### config.mk
export PLATFORM = sky130hd
export DESIGN_NAME = tmds_decoder
export DESIGN_NICKNAME = d
export VERILOG_FILES = /design/src/rtl/tmds_decoder.sv
export SDC_FILE = /design/constraint.sdc
export NUM_CORES = 1
export LEC_CHECK = 0
export BUFFER_PORTS_ARGS = -buffer_cell sky130_fd_sc_hd__buf_2
export CAP_MARGIN = 20
export CORE_AREA = 5 5 85 87
export CTS_BUF_LIST = sky130_fd_sc_hd__clkbuf_2
export DETAILED_ROUTE_END_ITERATION = 8
export DIE_AREA = 0 0 90 92
export PLACE_DENSITY = 0.79
export SKIP_CTS_REPAIR_TIMING = 1
export SLEW_MARGIN = 25
export SYNTH_ARGS = -nofsm -noshare
export SYNTH_HDL_FRONTEND = slang
export SYNTH_SLANG_ARGS = --single-unit
### constraint.sdc
create_clock -name pixclk -period 2.7 [get_ports pixclk]
set_input_delay 0.675 -clock pixclk [delete_from_list [all_inputs] [get_ports pixclk]]
set_output_delay 0.675 -clock pixclk [all_outputs]
set_load 0.02 [all_outputs]
### src/rtl/tmds_decoder.sv
// Receive side of one DVI/TMDS lane: recovers the 10-bit symbol boundary by hunting
// for control tokens in the raw deserializer words, then decodes data and control symbols.
module tmds_decoder #(
  parameter int LOCK_COUNT    = 8,
  parameter int SEARCH_WINDOW = 4096,
  parameter int LOSS_WINDOW   = 4096,
  parameter int CNT_W         = 13
) (
  input  logic       pixclk,
  input  logic       rst,
  input  logic [9:0] raw_word,
  output logic [7:0] vd,
  output logic [1:0] cd,
  output logic       vde,
  output logic       locked,
  output logic [3:0] offset,
  output logic [7:0] loss_cnt
);

  localparam int STREAK_W = $clog2(LOCK_COUNT + 1);

  typedef enum logic [1:0] {
    ST_SEARCH,
    ST_SLIP,
    ST_LOCKED
  } state_t;

  state_t              state, state_nxt;
  logic [9:0]          raw_q;
  logic [9:0]          sym_q;
  logic [STREAK_W-1:0] streak, streak_nxt;
  logic [CNT_W-1:0]    cnt, cnt_nxt;
  logic [3:0]          offset_nxt, offset_inc;
  logic [7:0]          loss_nxt;

  logic [19:0] window;
  logic [4:0]  sym_top;
  logic [9:0]  symbol;

  // Two consecutive words hold every possible 10-bit phase; offset 0 is raw_word itself.
  assign window  = {raw_word, raw_q};
  assign sym_top = 5'd19 - {1'b0, offset};
  assign symbol  = window[sym_top -: 10];

  logic       is_token;
  logic [1:0] tok_cd;
  logic [7:0] d_unmasked;
  logic [7:0] data_byte;

  always_comb begin
    // NOTE: every always_comb output gets a default first, so no path can infer a latch.
    is_token = 1'b1;
    tok_cd   = 2'b00;
    case (sym_q)
      10'b1101010100: tok_cd = 2'b00;
      10'b0010101011: tok_cd = 2'b01;
      10'b0101010100: tok_cd = 2'b10;
      10'b1010101011: tok_cd = 2'b11;
      default:        is_token = 1'b0;
    endcase
  end

  // Undo the optional inversion, then the XOR/XNOR transition chain.
  assign d_unmasked = sym_q[9] ? ~sym_q[7:0] : sym_q[7:0];
  assign data_byte  = {(d_unmasked[7:1] ^ d_unmasked[6:0]) ^ {7{~sym_q[8]}}, d_unmasked[0]};

  assign offset_inc = (offset == 4'd9) ? 4'd0 : offset + 4'd1;

  always_comb begin
    state_nxt  = state;
    streak_nxt = streak;
    cnt_nxt    = cnt;
    offset_nxt = offset;
    loss_nxt   = loss_cnt;
    case (state)
      ST_SEARCH: begin
        // Lock takes priority over a timer expiry on the same cycle.
        if (is_token && streak == STREAK_W'(LOCK_COUNT - 1)) begin
          state_nxt  = ST_LOCKED;
          streak_nxt = '0;
          cnt_nxt    = '0;
        end else if (cnt == CNT_W'(SEARCH_WINDOW - 1)) begin
          state_nxt  = ST_SLIP;
          offset_nxt = offset_inc;
          streak_nxt = '0;
          cnt_nxt    = '0;
        end else begin
          streak_nxt = is_token ? streak + STREAK_W'(1) : '0;
          cnt_nxt    = cnt + CNT_W'(1);
        end
      end
      // sym_q still carries the old-offset symbol here, so it is ignored.
      ST_SLIP: state_nxt = ST_SEARCH;
      ST_LOCKED: begin
        if (is_token) begin
          cnt_nxt = '0;
        end else if (cnt == CNT_W'(LOSS_WINDOW - 1)) begin
          state_nxt  = ST_SLIP;
          offset_nxt = offset_inc;
          streak_nxt = '0;
          cnt_nxt    = '0;
          loss_nxt   = (loss_cnt == 8'hFF) ? loss_cnt : loss_cnt + 8'd1;
        end else begin
          cnt_nxt = cnt + CNT_W'(1);
        end
      end
      default: state_nxt = ST_SEARCH;
    endcase
  end

  always_ff @(posedge pixclk) begin
    // NOTE: sequential state uses non-blocking assignments so every flop samples pre-edge values.
    if (rst) begin
      // NOTE: the pipeline registers are reset as well, so no stale symbol reaches the FSM after rst.
      raw_q    <= '0;
      sym_q    <= '0;
      state    <= ST_SEARCH;
      streak   <= '0;
      cnt      <= '0;
      offset   <= '0;
      loss_cnt <= '0;
      locked   <= 1'b0;
      vd       <= '0;
      cd       <= '0;
      vde      <= 1'b0;
    end else begin
      raw_q    <= raw_word;
      sym_q    <= symbol;
      state    <= state_nxt;
      streak   <= streak_nxt;
      cnt      <= cnt_nxt;
      offset   <= offset_nxt;
      loss_cnt <= loss_nxt;
      locked   <= (state_nxt == ST_LOCKED);
      // Outputs are gated by the same lock value that becomes visible on this edge.
      if (state_nxt != ST_LOCKED) begin
        vd  <= '0;
        cd  <= '0;
        vde <= 1'b0;
      end else if (is_token) begin
        vd  <= '0;
        cd  <= tok_cd;
        vde <= 1'b0;
      end else begin
        vd  <= data_byte;
        vde <= 1'b1;
      end
    end
  end

endmodule

After elaboration in Yosys (flattened, before gate mapping)
Index checks and enable logic that the tools add are counted.
Cells by class
  add/subtract/negate cells: 5
  equality and inequality tests: 14
  shift-type cells: 1
  muxes and demuxes: 23
  bitwise logic cells: 6
  reductions and logical operators: 9
Operators by type and width (number)
  13-bit two-way mux: 3
  4-bit two-way mux: 9
  29-bit by 6-bit variable part select with 10-bit output: 1
  13-bit case mux with 2 select lines: 1
  10-bit equality test, second input constant: 2
  4-bit case mux with 2 select lines: 2
  7-bit XOR: 2
  13-bit by 1-bit adder with 13-bit output, second input constant: 1
  13-bit by 12-bit equality test with 1-bit output, second input constant: 1
  10-bit by 8-bit equality test with 1-bit output, second input constant: 1
  10-bit by 9-bit equality test with 1-bit output, second input constant: 1
  4-bit by 1-bit adder with 4-bit output, second input constant: 2
  8-bit by 1-bit adder with 8-bit output, second input constant: 1
  8-bit equality test, second input constant: 1
  8-bit two-way mux: 1
  2-bit != test, second input constant: 4
  8-bit NOT: 1
  2-bit two-way mux: 3
  2-bit case mux with 3 select lines: 1
  3-bit AND reduction: 2
  5-bit by 4-bit subtractor with 5-bit output, first input constant: 1
  2-bit equality test, second input constant: 2
  4-bit by 3-bit equality test with 1-bit output, second input constant: 1
  4-bit equality test, second input constant: 1
  other kinds (10): 13
Word-level totals
  register bits after elaboration: 63
  input bits: 12
  logic and storage cells: 69

Longest topological paths before layout
  depth in word-level cells: 8
  depth in mapped cells: 9
  mapped depth without buffers: 7

Least setup slack after synthesis
No wires, ideal clock.
  path type: register to register
  from: register offset[2]
  to: register sym_q[3]
  setup time: 95 ps
  data arrival time: 2150 ps
  data required time: 2605 ps
  setup slack: 455 ps
  stages on the path, launching flop included: 8
  period minus slack after synthesis: 2245 ps
  cells stage by stage: dfxtp_1 inv_1 clkbuf_1 ha_1 clkbuf_1 clkbuf_1 a31oi_1 a221oi_1
On the way
  cells in the longest elaborated chain, start to end: 2
RTL lines
  start: declaration: line 16  | output logic [3:0] offset,
  start signal: assignment: line 132  | offset <= offset_nxt;
  5-bit by 4-bit subtractor with 5-bit output: line 42  | assign sym_top = 5'd19 - {1'b0, offset};
  29-bit by 6-bit variable part select with 10-bit output: line 43  | assign symbol = window[sym_top -: 10];
  end signal: assignment: line 128  | sym_q <= symbol;
  end: declaration: line 30  | logic [9:0] sym_q;
Every way passes these cells.
A chain may end at the register's enable or synchronous reset.

Worst setup path after layout
  from: register sym_q[8]
  to: register cnt[12]
On the way
  cells in the longest elaborated chain, start to end: 6
  elaborated cells between the ends (all ways): 10
RTL lines
  10-bit equality test, or another cell as far along: line 54  | case (sym_q)
  4-bit OR reduction (no line) *
  1-bit two-way mux *: line 54
  1-bit logical AND: line 78  | if (is_token && streak == STREAK_W'(LOCK_COUNT - 1)) begin
  13-bit two-way mux: line 78
  13-bit case mux with 2 select lines *: line 75  | case (state)
  end signal: assignment: line 131  | cnt <= cnt_nxt;
  end: declaration: line 32  | logic [CNT_W-1:0] cnt, cnt_nxt;
Every way passes the cells marked *; elsewhere a longest branch is shown, timed or not.

==> reports/results.txt <==
Status -> finished, final reports clean
Vias in the first global route -> 3018
H-tree level count -> 3
Sequential cell area fraction in the yosys report -> 0.339
Post-Syn Nets -> 455
Largest net degree at the start of global routing -> 34
TNS Setup -> 0 ns
Total GRT Usage -> 0.206
Crit path time final -> 2.32 ns
CTS tree -> built
Post-Synth Simple-Gate Area -> 0.229
Synth cell types -> 56
Critical-path cell list -> and3_1, nand3_1, a21boi_0, o21ai_0, and3_1
Peak supply drop -> 0.335 mV
Clk buf depth -> 2
XOR/XNOR Fraction of Synth Area -> 0.0283
P&R area growth vs syn -> 9.49%
Largest stage delay, worst path -> 0.69 ns
Final ANT Viol Nets -> 0
Area of the multi-input gates -> 0.00227 sq mm
Depth of the worst register-to-register path -> 5
DR iter-0 viols -> 364
Final setup margin -> 0.381 ns
Final wirelength -> 8.38 mm
Global-route wire length before repair -> 14.2 mm
Synthesized area per cell -> 8.64 sq um
GPL Wtd Cong -> 0.901
Starting Density -> 0.592
Pins over their slew limit -> 0
Post-synthesis cell area -> 0.00372 sq mm
Final HPWL DP -> 6.13 mm
Warnings from Yosys -> 0
Startpoint types -> flop
RSZ-0062 raised after global routing -> false
Most frequent cell on the critical path -> and3_1
Fin. Hold Viols -> 0
Final worst path period share -> 0.859
Register area -> 0.00126 sq mm
Die ar. -> 0.00828 sq mm
Max Cap Violations -> 0
Total power divided by cell area -> 389 mW/mm^2
IO Count -> 36
Worst Clk Skew -> 0.0133 ns
Root Buffer -> clkbuf_2
Syn Inst Count -> 430
Leakage dissipation -> 1.58 nW
TritonCTS Buffers -> 9
Final setup fails -> 0
Hold Crit Depth -> 2
Main combinational cell family by area after synthesis -> simple AND/OR/NAND/NOR gates
Initial antenna violation count -> 0
Crit path DAT -> 2.73 ns
Synth Area in Adders -> 0.0438
CTS Sinks -> 63
Number of inserted diodes -> 0
Clk slew on worst S/H paths -> 0.16 ns
Top FF cell, synth -> dfxtp_1
Port Buffer Count -> 35
Global route overflow -> 0
Vias -> 3300
Hold WC Path Type -> in -> reg
FF+latch count, synth -> 63
Critical path capture point type -> flop
Multiplexer share of the synthesized area -> 0.135
Die Wd -> 90 um
Critical Path RT -> 3.11 ns
Die H -> 92 um
Core Region -> 0.00628 sq mm
Asr flop ratio synth -> 0
Critical Path Fanout Max -> 9
Slew @ Worst Pin -> 0.759 ns
Worst slack, placed -> 0.445 ns
Drt first pass iters -> 5
Worst rel slew slack -> 0.491
Synth Area in Compound Gates -> 0.173
Via density -> 6.07
Nets -> 487
Setup CP Type -> reg -> reg
Fmax -> 431 MHz
Fillers -> 551
Count of flip-flops with a built-in enable after synthesis -> 0
Share of post-route cells with drive strength above 1 -> 0.197
Clock latency on the worst-skew pair -> 0.49 ns
WL/cell -> 15.4 um
Rows -> 29
Max stage delay cell, worst path -> a21boi_0
DRC -> 0
flip-flops by register name, summed over array words and instances (netlist names), 2 cells and up:
register / count
raw_q: 10
loss_cnt: 8
state: 2
streak: 4
offset: 4
vd: 8
sym_q: 10
cd: 2
cnt: 13
path summary, 6_finish.rpt:
| kind | start | endpoint | slack (ns) |
|---|---|---|---|
| setup / recovery | sym_q[8]$_SDFF_PP0_ | cnt[12]$_SDFFE_PP0P_ | 0.38 |
| hold / removal | raw_word[2] | raw_q[2]$_SDFF_PP0_ | 0.45 |
| setup reg to reg | sym_q[8]$_SDFF_PP0_ | cnt[12]$_SDFFE_PP0P_ | 0.38 |
| hold reg to reg | cd[0]$_SDFFE_PP0P_ | cd[0]$_SDFFE_PP0P_ | 0.49 |
routing by layer:
layer,GRT usage,vias up,routed length [um]
li1,-,1644,-
met1,0.280,1542,3810
met2,0.326,104,3930
met3,0.0483,10,548
met4,0.0645,0,85
met5,0,-,0
cells in the mapped netlist, drive strengths merged, types with 11 or more instances:
cell,instances,share of area
nand2,44,0.044
inv,19,0.019
o21ai,19,0.026
mux2,12,0.036
a31oi,22,0.037
xnor2,11,0.026
clkbuf,18,0.018
a21oi,19,0.026
mux2i,14,0.038
nand3,13,0.019
nor2,30,0.030
ha,13,0.044
dfxtp,63,0.34
nor2b,20,0.034
cells by family (layout without fill, tap and decap cells):
kind of cell / after synthesis / in the layout
simple gates: 160 / 160
compound gates: 99 / 99
flops: 63 / 63
fa+ha+maj: 13 / 13
xor+xnor: 12 / 12
mux: 36 / 36
buf+inv: 47 / 84
layout by cell type, fill, tap and decap left out, drive strengths merged, types with 4 or more instances in the layout:
cell and count:
nor3 8, nand2 44, nand3b 6, nor2 30, buf 47, a221oi 4, clkbuf 9, a21oi 19
nor2b 20, clkinv 8, mux2i 14, inv 19, and3 10, dfxtp 63, a211oi 7, o211ai 6
o22ai 4, nand4 8, o21ai 19, xnor2 11, mux2 12, or4 4, nand3 13, ha 13
a31oi 22, mux4 10
final cells by class:
type	instances	area share
inverters	21	0.0194
clock buffers	9	0.0111
repair buffers	47	0.0683
flip-flops and latches	63	0.310
multi-input cells	320	0.558
clock inverters	7	0.00984
well taps	77	0.0237
where the power goes:
| part | switching, mW | internal [mW] | leakage [nW] | total (mW) |
|---|---|---|---|---|
| combinational | 0.0789 | 0.0743 | 1.01 | 0.153 |
| sequential | 0.0247 | 0.953 | 0.514 | 0.978 |
| clock | 0.339 | 0.113 | 0.0589 | 0.452 |
| total | 0.442 | 1.14 | 1.58 | 1.58 |
worst max-delay path: cells and delay by family, from the launching register on:
kind             cells  cell delay [ns]
AO/OA/AOI/OAI        2             0.90
flip-flops           1             0.62
AND/OR/NAND/NOR      3             0.73
through the flow:
step	cell area, sq um	hold WS (ns)	power, mW	std cells	util
finish	4070	0.450	1.58	544	0.648
global route	4070	0.398	1.67	544	0.648
CTS	4070	0.408	1.60	544	0.648
detailed placement	3980	0.477	1.15	528	0.635
global placement	3980	0.447	1.14	528	0.634
floorplan	3720	0.451	1.10	430	-
(Power assumes the default switching activity.)
